$ cat config.mk
export PLATFORM = sky130hd
export DESIGN_NAME = alu_scheduler
export DESIGN_NICKNAME = d
export VERILOG_FILES = /design/src/rtl/alu_scheduler.sv
export SDC_FILE = /design/constraint.sdc
export NUM_CORES = 1
export LEC_CHECK = 0
export ABC_AREA = 0
export CAP_MARGIN = 0
export CORE_MARGIN = 8
export CORE_UTILIZATION = 30
export DETAILED_ROUTE_END_ITERATION = 10
export GPL_ROUTABILITY_DRIVEN = 0
export PLACE_DENSITY = 0.72
export SLEW_MARGIN = 5
export SYNTH_ARGS = -nofsm -noshare
export SYNTH_HDL_FRONTEND = slang
export SYNTH_SLANG_ARGS = --single-unit
$ cat constraint.sdc
create_clock -name clk -period 2.12 [get_ports clk]
set_input_delay 0.424 -clock clk [delete_from_list [all_inputs] [get_ports clk]]
set_output_delay 0.424 -clock clk [all_outputs]
set_load 0.01 [all_outputs]
$ cat src/rtl/alu_scheduler.sv
// alu_scheduler: two-requester round-robin front end for a multi-cycle ALU.
// It accepts one request at a time, issues it to the ALU, and waits for the
// ALU END rising edge or a timeout. It then returns the result (or an error)
// and holds it until the consumer accepts it.
module alu_scheduler #(
    parameter int TIMEOUT = 200,
    parameter int TO_W    = 8
) (
    input  logic        clk,
    input  logic        resetn,
    input  logic [1:0]  req_valid,
    output logic [1:0]  req_ready,
    input  logic [3:0]  req_op,
    input  logic [15:0] req_x,
    input  logic [15:0] req_y,
    input  logic [15:0] req_adiv,
    output logic        rsp_valid,
    input  logic        rsp_ready,
    output logic        rsp_id,
    output logic [15:0] rsp_data,
    output logic        rsp_err,
    output logic        alu_begin,
    output logic [1:0]  alu_op,
    output logic [7:0]  alu_x,
    output logic [7:0]  alu_y,
    output logic [7:0]  alu_adiv,
    output logic        alu_resetn,
    input  logic        alu_end,
    input  logic [15:0] alu_out,
    output logic        busy
);

    typedef enum logic [2:0] {
        S_IDLE,
        S_ISSUE,
        S_WAIT,
        S_RESP,
        S_ABORT
    } state_t;

    state_t            state_q;
    logic              last_grant_q;
    logic              id_q;
    logic              end_prev_q;
    logic              rsp_err_q;
    logic [1:0]        op_q;
    logic [7:0]        x_q;
    logic [7:0]        y_q;
    logic [7:0]        adiv_q;
    logic [15:0]       rsp_data_q;
    logic [TO_W-1:0]   cnt_q;

    logic              grant_d;
    logic              accept_d;
    logic              done_d;
    logic [TO_W-1:0]   cnt_d;

    // Arbitration winner, END edge detect and next wait count.
    always_comb begin
        grant_d = 1'b0;
        if (req_valid == 2'b10) begin
            grant_d = 1'b1;
        end else if (req_valid == 2'b11) begin
            grant_d = ~last_grant_q;
        end
        done_d = alu_end & ~end_prev_q;
        cnt_d  = cnt_q + 1'b1;
    end

    // Grant is offered only while idle; gated by resetn so it drops during reset.
    assign req_ready  = (resetn && (state_q == S_IDLE) && (req_valid != 2'b00)) ?
                        (grant_d ? 2'b10 : 2'b01) : 2'b00;
    assign accept_d   = |(req_valid & req_ready);

    assign rsp_valid  = (state_q == S_RESP);
    assign rsp_id     = id_q;
    assign rsp_data   = rsp_data_q;
    assign rsp_err    = rsp_err_q;
    assign alu_begin  = (state_q == S_ISSUE);
    assign alu_op     = op_q;
    assign alu_x      = x_q;
    assign alu_y      = y_q;
    assign alu_adiv   = adiv_q;
    assign alu_resetn = resetn & (state_q != S_ABORT);
    assign busy       = (state_q != S_IDLE);

    // Scheduler FSM with holding registers and response capture.
    always_ff @(posedge clk or negedge resetn) begin
        if (!resetn) begin
            state_q      <= S_IDLE;
            last_grant_q <= 1'b1;
            id_q         <= 1'b0;
            end_prev_q   <= 1'b0;
            rsp_err_q    <= 1'b0;
            op_q         <= '0;
            x_q          <= '0;
            y_q          <= '0;
            adiv_q       <= '0;
            rsp_data_q   <= '0;
            cnt_q        <= '0;
        end else begin
            end_prev_q <= alu_end;
            case (state_q)
                S_IDLE: begin
                    if (accept_d) begin
                        op_q         <= grant_d ? req_op[3:2]     : req_op[1:0];
                        x_q          <= grant_d ? req_x[15:8]     : req_x[7:0];
                        y_q          <= grant_d ? req_y[15:8]     : req_y[7:0];
                        adiv_q       <= grant_d ? req_adiv[15:8]  : req_adiv[7:0];
                        id_q         <= grant_d;
                        last_grant_q <= grant_d;
                        state_q      <= S_ISSUE;
                    end
                end
                S_ISSUE: begin
                    cnt_q   <= '0;
                    state_q <= S_WAIT;
                end
                S_WAIT: begin
                    cnt_q <= cnt_d;
                    // A completion edge wins over a simultaneous timeout.
                    if (done_d) begin
                        rsp_data_q <= alu_out;
                        rsp_err_q  <= 1'b0;
                        state_q    <= S_RESP;
                    end else if (cnt_d == TO_W'(TIMEOUT)) begin
                        state_q <= S_ABORT;
                    end
                end
                S_ABORT: begin
                    rsp_data_q <= '0;
                    rsp_err_q  <= 1'b1;
                    state_q    <= S_RESP;
                end
                S_RESP: begin
                    if (rsp_ready) begin
                        state_q <= S_IDLE;
                    end
                end
                default: state_q <= S_IDLE;
            endcase
        end
    end

endmodule
## Word level (Yosys, flattened, before mapping)

Cells that the tools add are included.

- Register bits: 57
- Logic and storage cells: 58
- Output and inout port bits: 50
- Input bits: 74

- Bitwise logic cells: 5
- Add/subtract/negate cells: 1
- Eq/ne operators: 12
- Multiplexer cells: 18
- Reduce and logical (&&, ||, !) cells: 11

Operator list:

| kind | number |
|---|---|
| $pmux W16 S2 | 1 |
| $mux W8 | 3 |
| $mux W16 | 1 |
| $pmux W8 S2 | 1 |
| $pmux W3 S5 | 1 |
| $mux W3 | 4 |
| $add A8 B1 Y8 const B | 1 |
| $eq A8 B8 Y1 const B | 1 |
| $eq A3 B2 Y1 const B | 2 |
| $mux W2 | 3 |
| $ne A3 B3 Y1 const B | 2 |
| $reduce_bool A2 Y1 | 3 |
| $eq A2 B2 Y1 const B | 2 |
| $ne A2 B2 Y1 const B | 2 |
| $reduce_and A2 Y1 | 2 |
| $eq A3 B1 Y1 const B | 1 |
| $eq A3 B3 Y1 const B | 1 |
| $logic_not A3 Y1 | 1 |
| $mux W1 | 3 |
| $reduce_and A3 Y1 | 1 |
| $reduce_bool A3 Y1 | 1 |
| $and A1 B1 Y1 | 2 |
| $and A2 B2 Y2 | 1 |
| $logic_and A1 B1 Y1 | 2 |
| 4 further kinds | 5 |

## Logic depth before layout (Yosys ltp)

Gate-level depths: netlist (run 1).

- Depth in word-level cells: 9
- Gate-level depth with buffers: 7
- Mapped depth without buffers: 5

## Worst setup path after synthesis (run 1)

OpenSTA, ideal clock, no wires.

- Kind: register to output
- Start point: register state_q[0]
- End point: output port req_ready[0]
- Path slack: 0.362 ns
- Arrival time: 1.334 ns
- Required time: 1.696 ns
- Buffers on the path: 2
- Stages on the path, launching flop included: 6
- Cells stage by stage: dfrtp_1 > buf_6 > nor4b_4 > o21ai_2 > nor2_2 > buf_2

- Longest elaborated chain between the ends: 4

RTL lines:

| element | RTL line | source |
|---|---|---|
| start: declaration | 41 | `state_t state_q;` |
| start signal: assignment | 90 | `state_q <= S_IDLE;` |
| start signal: assignment | 112 | `state_q <= S_ISSUE;` |
| start signal: assignment | 117 | `state_q <= S_WAIT;` |
| $logic_not A3 Y1 | 71 | `assign req_ready = (resetn && (state_q == S_IDLE) && (req_valid != 2'b00)) ?` |
| $logic_and A1 B1 Y1 (2 in a row) | 71 |  |
| $mux W2 | 71 |  |
| end: declaration | 12 | `output logic [1:0] req_ready,` |

No other way between the ends.

## Worst setup path in the final report (run 1)

- Start point: input port req_valid[1]
- End point: output port req_ready[1]

- Longest elaborated chain between the ends: 5
- Elaborated cells between the ends (all ways): 8
- Classes of those cells: eq/ne: 2; mux: 4; reduce/logical: 2

RTL lines:

| element | RTL line | source |
|---|---|---|
| start: declaration | 11 | `input logic [1:0] req_valid,` |
| $eq A2 B2 Y1 | 63 | `end else if (req_valid == 2'b11) begin` |
| $mux W1 | 63 |  |
| $mux W1 | 61 | `if (req_valid == 2'b10) begin` |
| $mux W2 | 72 | `(grant_d ? 2'b10 : 2'b01) : 2'b00;` |
| $mux W2 (*) | 71 |  |

Mark *: on every way between the ends. The rest lies on a longest branch, timed or not.

==> impl_results.md, run 1 <==
- Die area: 0.0120 mm^2
- Status: finished, final reports clean
- Routed WL: roughly 8000 um
- Critical path's largest stage delay: between 0.4 and 0.5 ns
- Starting Density: a little under a third
- # setup viols final: 0
- Die W: about 110 um
- FILL cells: between 700 and 800
- RR Startpoint: state_q[0]$_DFFE_PN0P_
- Pwr Density: around 1300 mW/mm^2
- Slew of the pin with the lowest slew margin: between 0.7 and 0.8 ns
- Placed inst area: about 0.0040 mm^2
- Final worst path period need: between 2 and 2.5 ns
- Synthesized flop and latch total: 57
- RSZ-0062 raised after global routing: no
- Gate Count Post-Synth: approximately 250
- CP Max Fanout: 2
- Maximum VDD drop: between 0.5 and 0.6 mV
- FMAX: between 400 and 500 MHz
- Leak: 1.95 nW
- Register clock-pin slew on the reported worst setup and hold paths: roughly 0.07 ns
- Clock sinks: 57
- Die Span Y: between 100 and 150 um
- Slowest-stage cell, CP: clkdlybuf4s50_1
- Share of cells above drive strength 1: 11.8%
- Reg2Reg Depth: 5
- Synth unique cells: 39
- Vias in the first global route: approximately 2500
- Fin nets: 461
- Post-synth EDFFs: 0
- Antenna Nets Post-Route: 0
- Final Hold Vio Count: 0
- Post-synthesis cell area: approximately 0.0026 mm^2
- DP HPWL: around 6000 um
- CTS Root Buffer Type: clkbuf_8
- Via Count: 2416
- CP Launch Type: input port
- Slew headroom: slightly above 50%
- Critical path data arrival time: about 1.6 ns
- Setup Crit Path Kind: in -> out
- Worst Setup SP: req_valid[1]
- Layout Skew: around 0.0057 ns
- GRT Residual Overflow: 0
- Syn Nets: about 330
- Async SR Flop Fraction: 100%
- Largest net degree at the start of global routing: 58
- Worst skew pair latency: 0.33 ns
- Post-synth top area share: 53.4%
- Vias per inst: about 4.9
- Ys flop type: dfrtp_1
- Port Buf Inserts: 123
- First-pass GRT wire length: around 12000 um
- Max_cap viols: 0
- Post-route cell area: 0.00423 mm^2
- Hold buffer count at cts: 0
- Commonest cells in the netlist: 56 x dfrtp_1, 48 x nand2_1, 32 x o21ai_0, 22 x a21o_1, 17 x a22o_1
- Crit end category: primary output
- H-Tree Level Count: 3
- Area growth, synth to finish: 61.0%
- Top-count cell post-synth: dfrtp_1
- # rows: 34
- WHS: 0.348 ns
- DRT iter0 DRCs: 145
- GRT Total Usage: approximately an eighth
- I/O Pins: roughly 120
- Synth Warn #: 0
- Mean Syn Cell Area: between 10 and 15 um^2
- Core Footprint: ~0.0086 mm^2
- Initial antenna violation count: 0
- TritonCTS clock tree: yes
- Part of the Yosys area used for sequential elements: between 50% and 60%
- TritonCTS buffer count: 9
- Clock Tree Buf Depth: 2
- Hold Crit Class: in -> async
- DR pass1 iterations: 4
- Yosys top cell by area: dfrtp_1
- Worst EP required: between 1.5 and 2 ns
- Post-route DRC: 0
- Synth area leaders: dfrtp_1 53%, nand2_1 6.9%, a21o_1 6.3%, o21ai_0 6.1%, a22o_1 5.7%
- Wire per inst: 16.0 um
- Final period utilization: between 90 and 100%
- Crit path cell chain: clkdlybuf4s50_1 > a21boi_0 > and2_4 > clkdlybuf4s15_1
- N_diodes: 0
- Fin. max-slew vios: 0
## worst max-delay path, delay by kind of cell
family	cells	cell delay [ns]
and+or+nand+nor	1	0.21
buffers and inverters	2	0.72
AOI/OAI and AO/OA	1	0.27
## cell usage in the layout, fill, tap and decap left out, types with 5 or more instances in the layout
master / count
clkdlybuf4s50_1: 116
dfrtp_1: 56
nand2_1: 48
o21ai_0: 32
a21o_1: 22
a22o_1: 17
buf_4: 15
clkbuf_8: 9
mux2i_1: 8
nor2_1: 6
nand3_1: 5
a21oi_1: 5
## routing by layer
layer | GRT usage, % | part of all wire, %
met5 | 0 | 0
met4 | 4.92 | 1.1
met3 | 4.87 | 10
met2 | 21.0 | 48
met1 | 16.0 | 41
## cell type report
cell class / instances / area, um^2 / area share, %
flip-flops and latches: 57 / 1430 / 33.8
repair buffers: 139 / 1350 / 31.9
multi-input cells: 177 / 1100 / 26.1
well taps: 108 / 135 / 3.20
clock buffers: 10 / 128 / 3.02
clock inverters: 6 / 82.6 / 1.95
inverters: 1 / 3.75 / 0.0888
## repair_timing
action / 4_1_cts / 5_1_grt
resized for setup: 12 / 2
pin swaps: 3 / 2
buffers inserted: 1 / 0
hold endpoints to repair: 0 / 0
endpoints found under the setup margin: 6 / 2
## report_power, final
group,internal (mW),switching (mW),leakage (nW)
combinational,1.43,1.09,1.13
sequential,1.56,0.286,0.714
clock,0.656,0.430,0.106
## cell families after synthesis
group           count (synthesis)  synth area share [%]
flops                          57                  54.4
simple gates                   80                  15.1
buf+inv                        17                  4.00
fa+ha+maj                       2                 0.953
mux                             8                  3.05
compound gates                 87                  22.5
## flip-flops by register name (all words and copies together), names as in the netlist
register / flops
alu_y: 8
state_q: 3
end_prev_q: 1
rsp_err: 1
alu_op: 2
alu_x: 8
rsp_data: 16
rsp_id: 1
cnt_q: 8
alu_adiv: 8
last_grant_q: 1
## through the flow
step                      total power, mW  instances  util, %  TNS (ns)  setup WS (ns)
after floorplan                      3.06        251        -         0          0.362
after global placement               4.34        481     46.7    -0.595         -0.328
after detailed placement             4.42        481     46.7    -0.601         -0.317
after CTS                            5.54        498     49.2         0         0.0101
after global routing                 5.82        498     49.2         0        0.00725
final                                5.45        498     49.2         0         0.0697
## worst paths after layout
check,to,slack [ns]
max in group asynchronous,alu_y[1]$_DFFE_PN0P_,1.27
min,state_q[1]$_DFFE_PN0P_,0.35
min in group clk,alu_op[0]$_DFFE_PN0P_,0.48
max,req_ready[1],0.07
max reg2reg,alu_adiv[5]$_DFFE_PN0P_,0.34
min reg2reg,alu_op[0]$_DFFE_PN0P_,0.48
Note: power is estimated with default switching activity, not from simulation.
==> run 2, diff against run 1 <==
--- a/config.mk
+++ b/config.mk
@@ -6,7 +6,6 @@
 export NUM_CORES = 1
 export LEC_CHECK = 0
 export ABC_AREA = 0
-export CAP_MARGIN = 0
 export CORE_MARGIN = 8
 export CORE_UTILIZATION = 30
 export DETAILED_ROUTE_END_ITERATION = 10
==> results of run 2 <==
Final layout, timing and power as in run 1 (identical DEF).
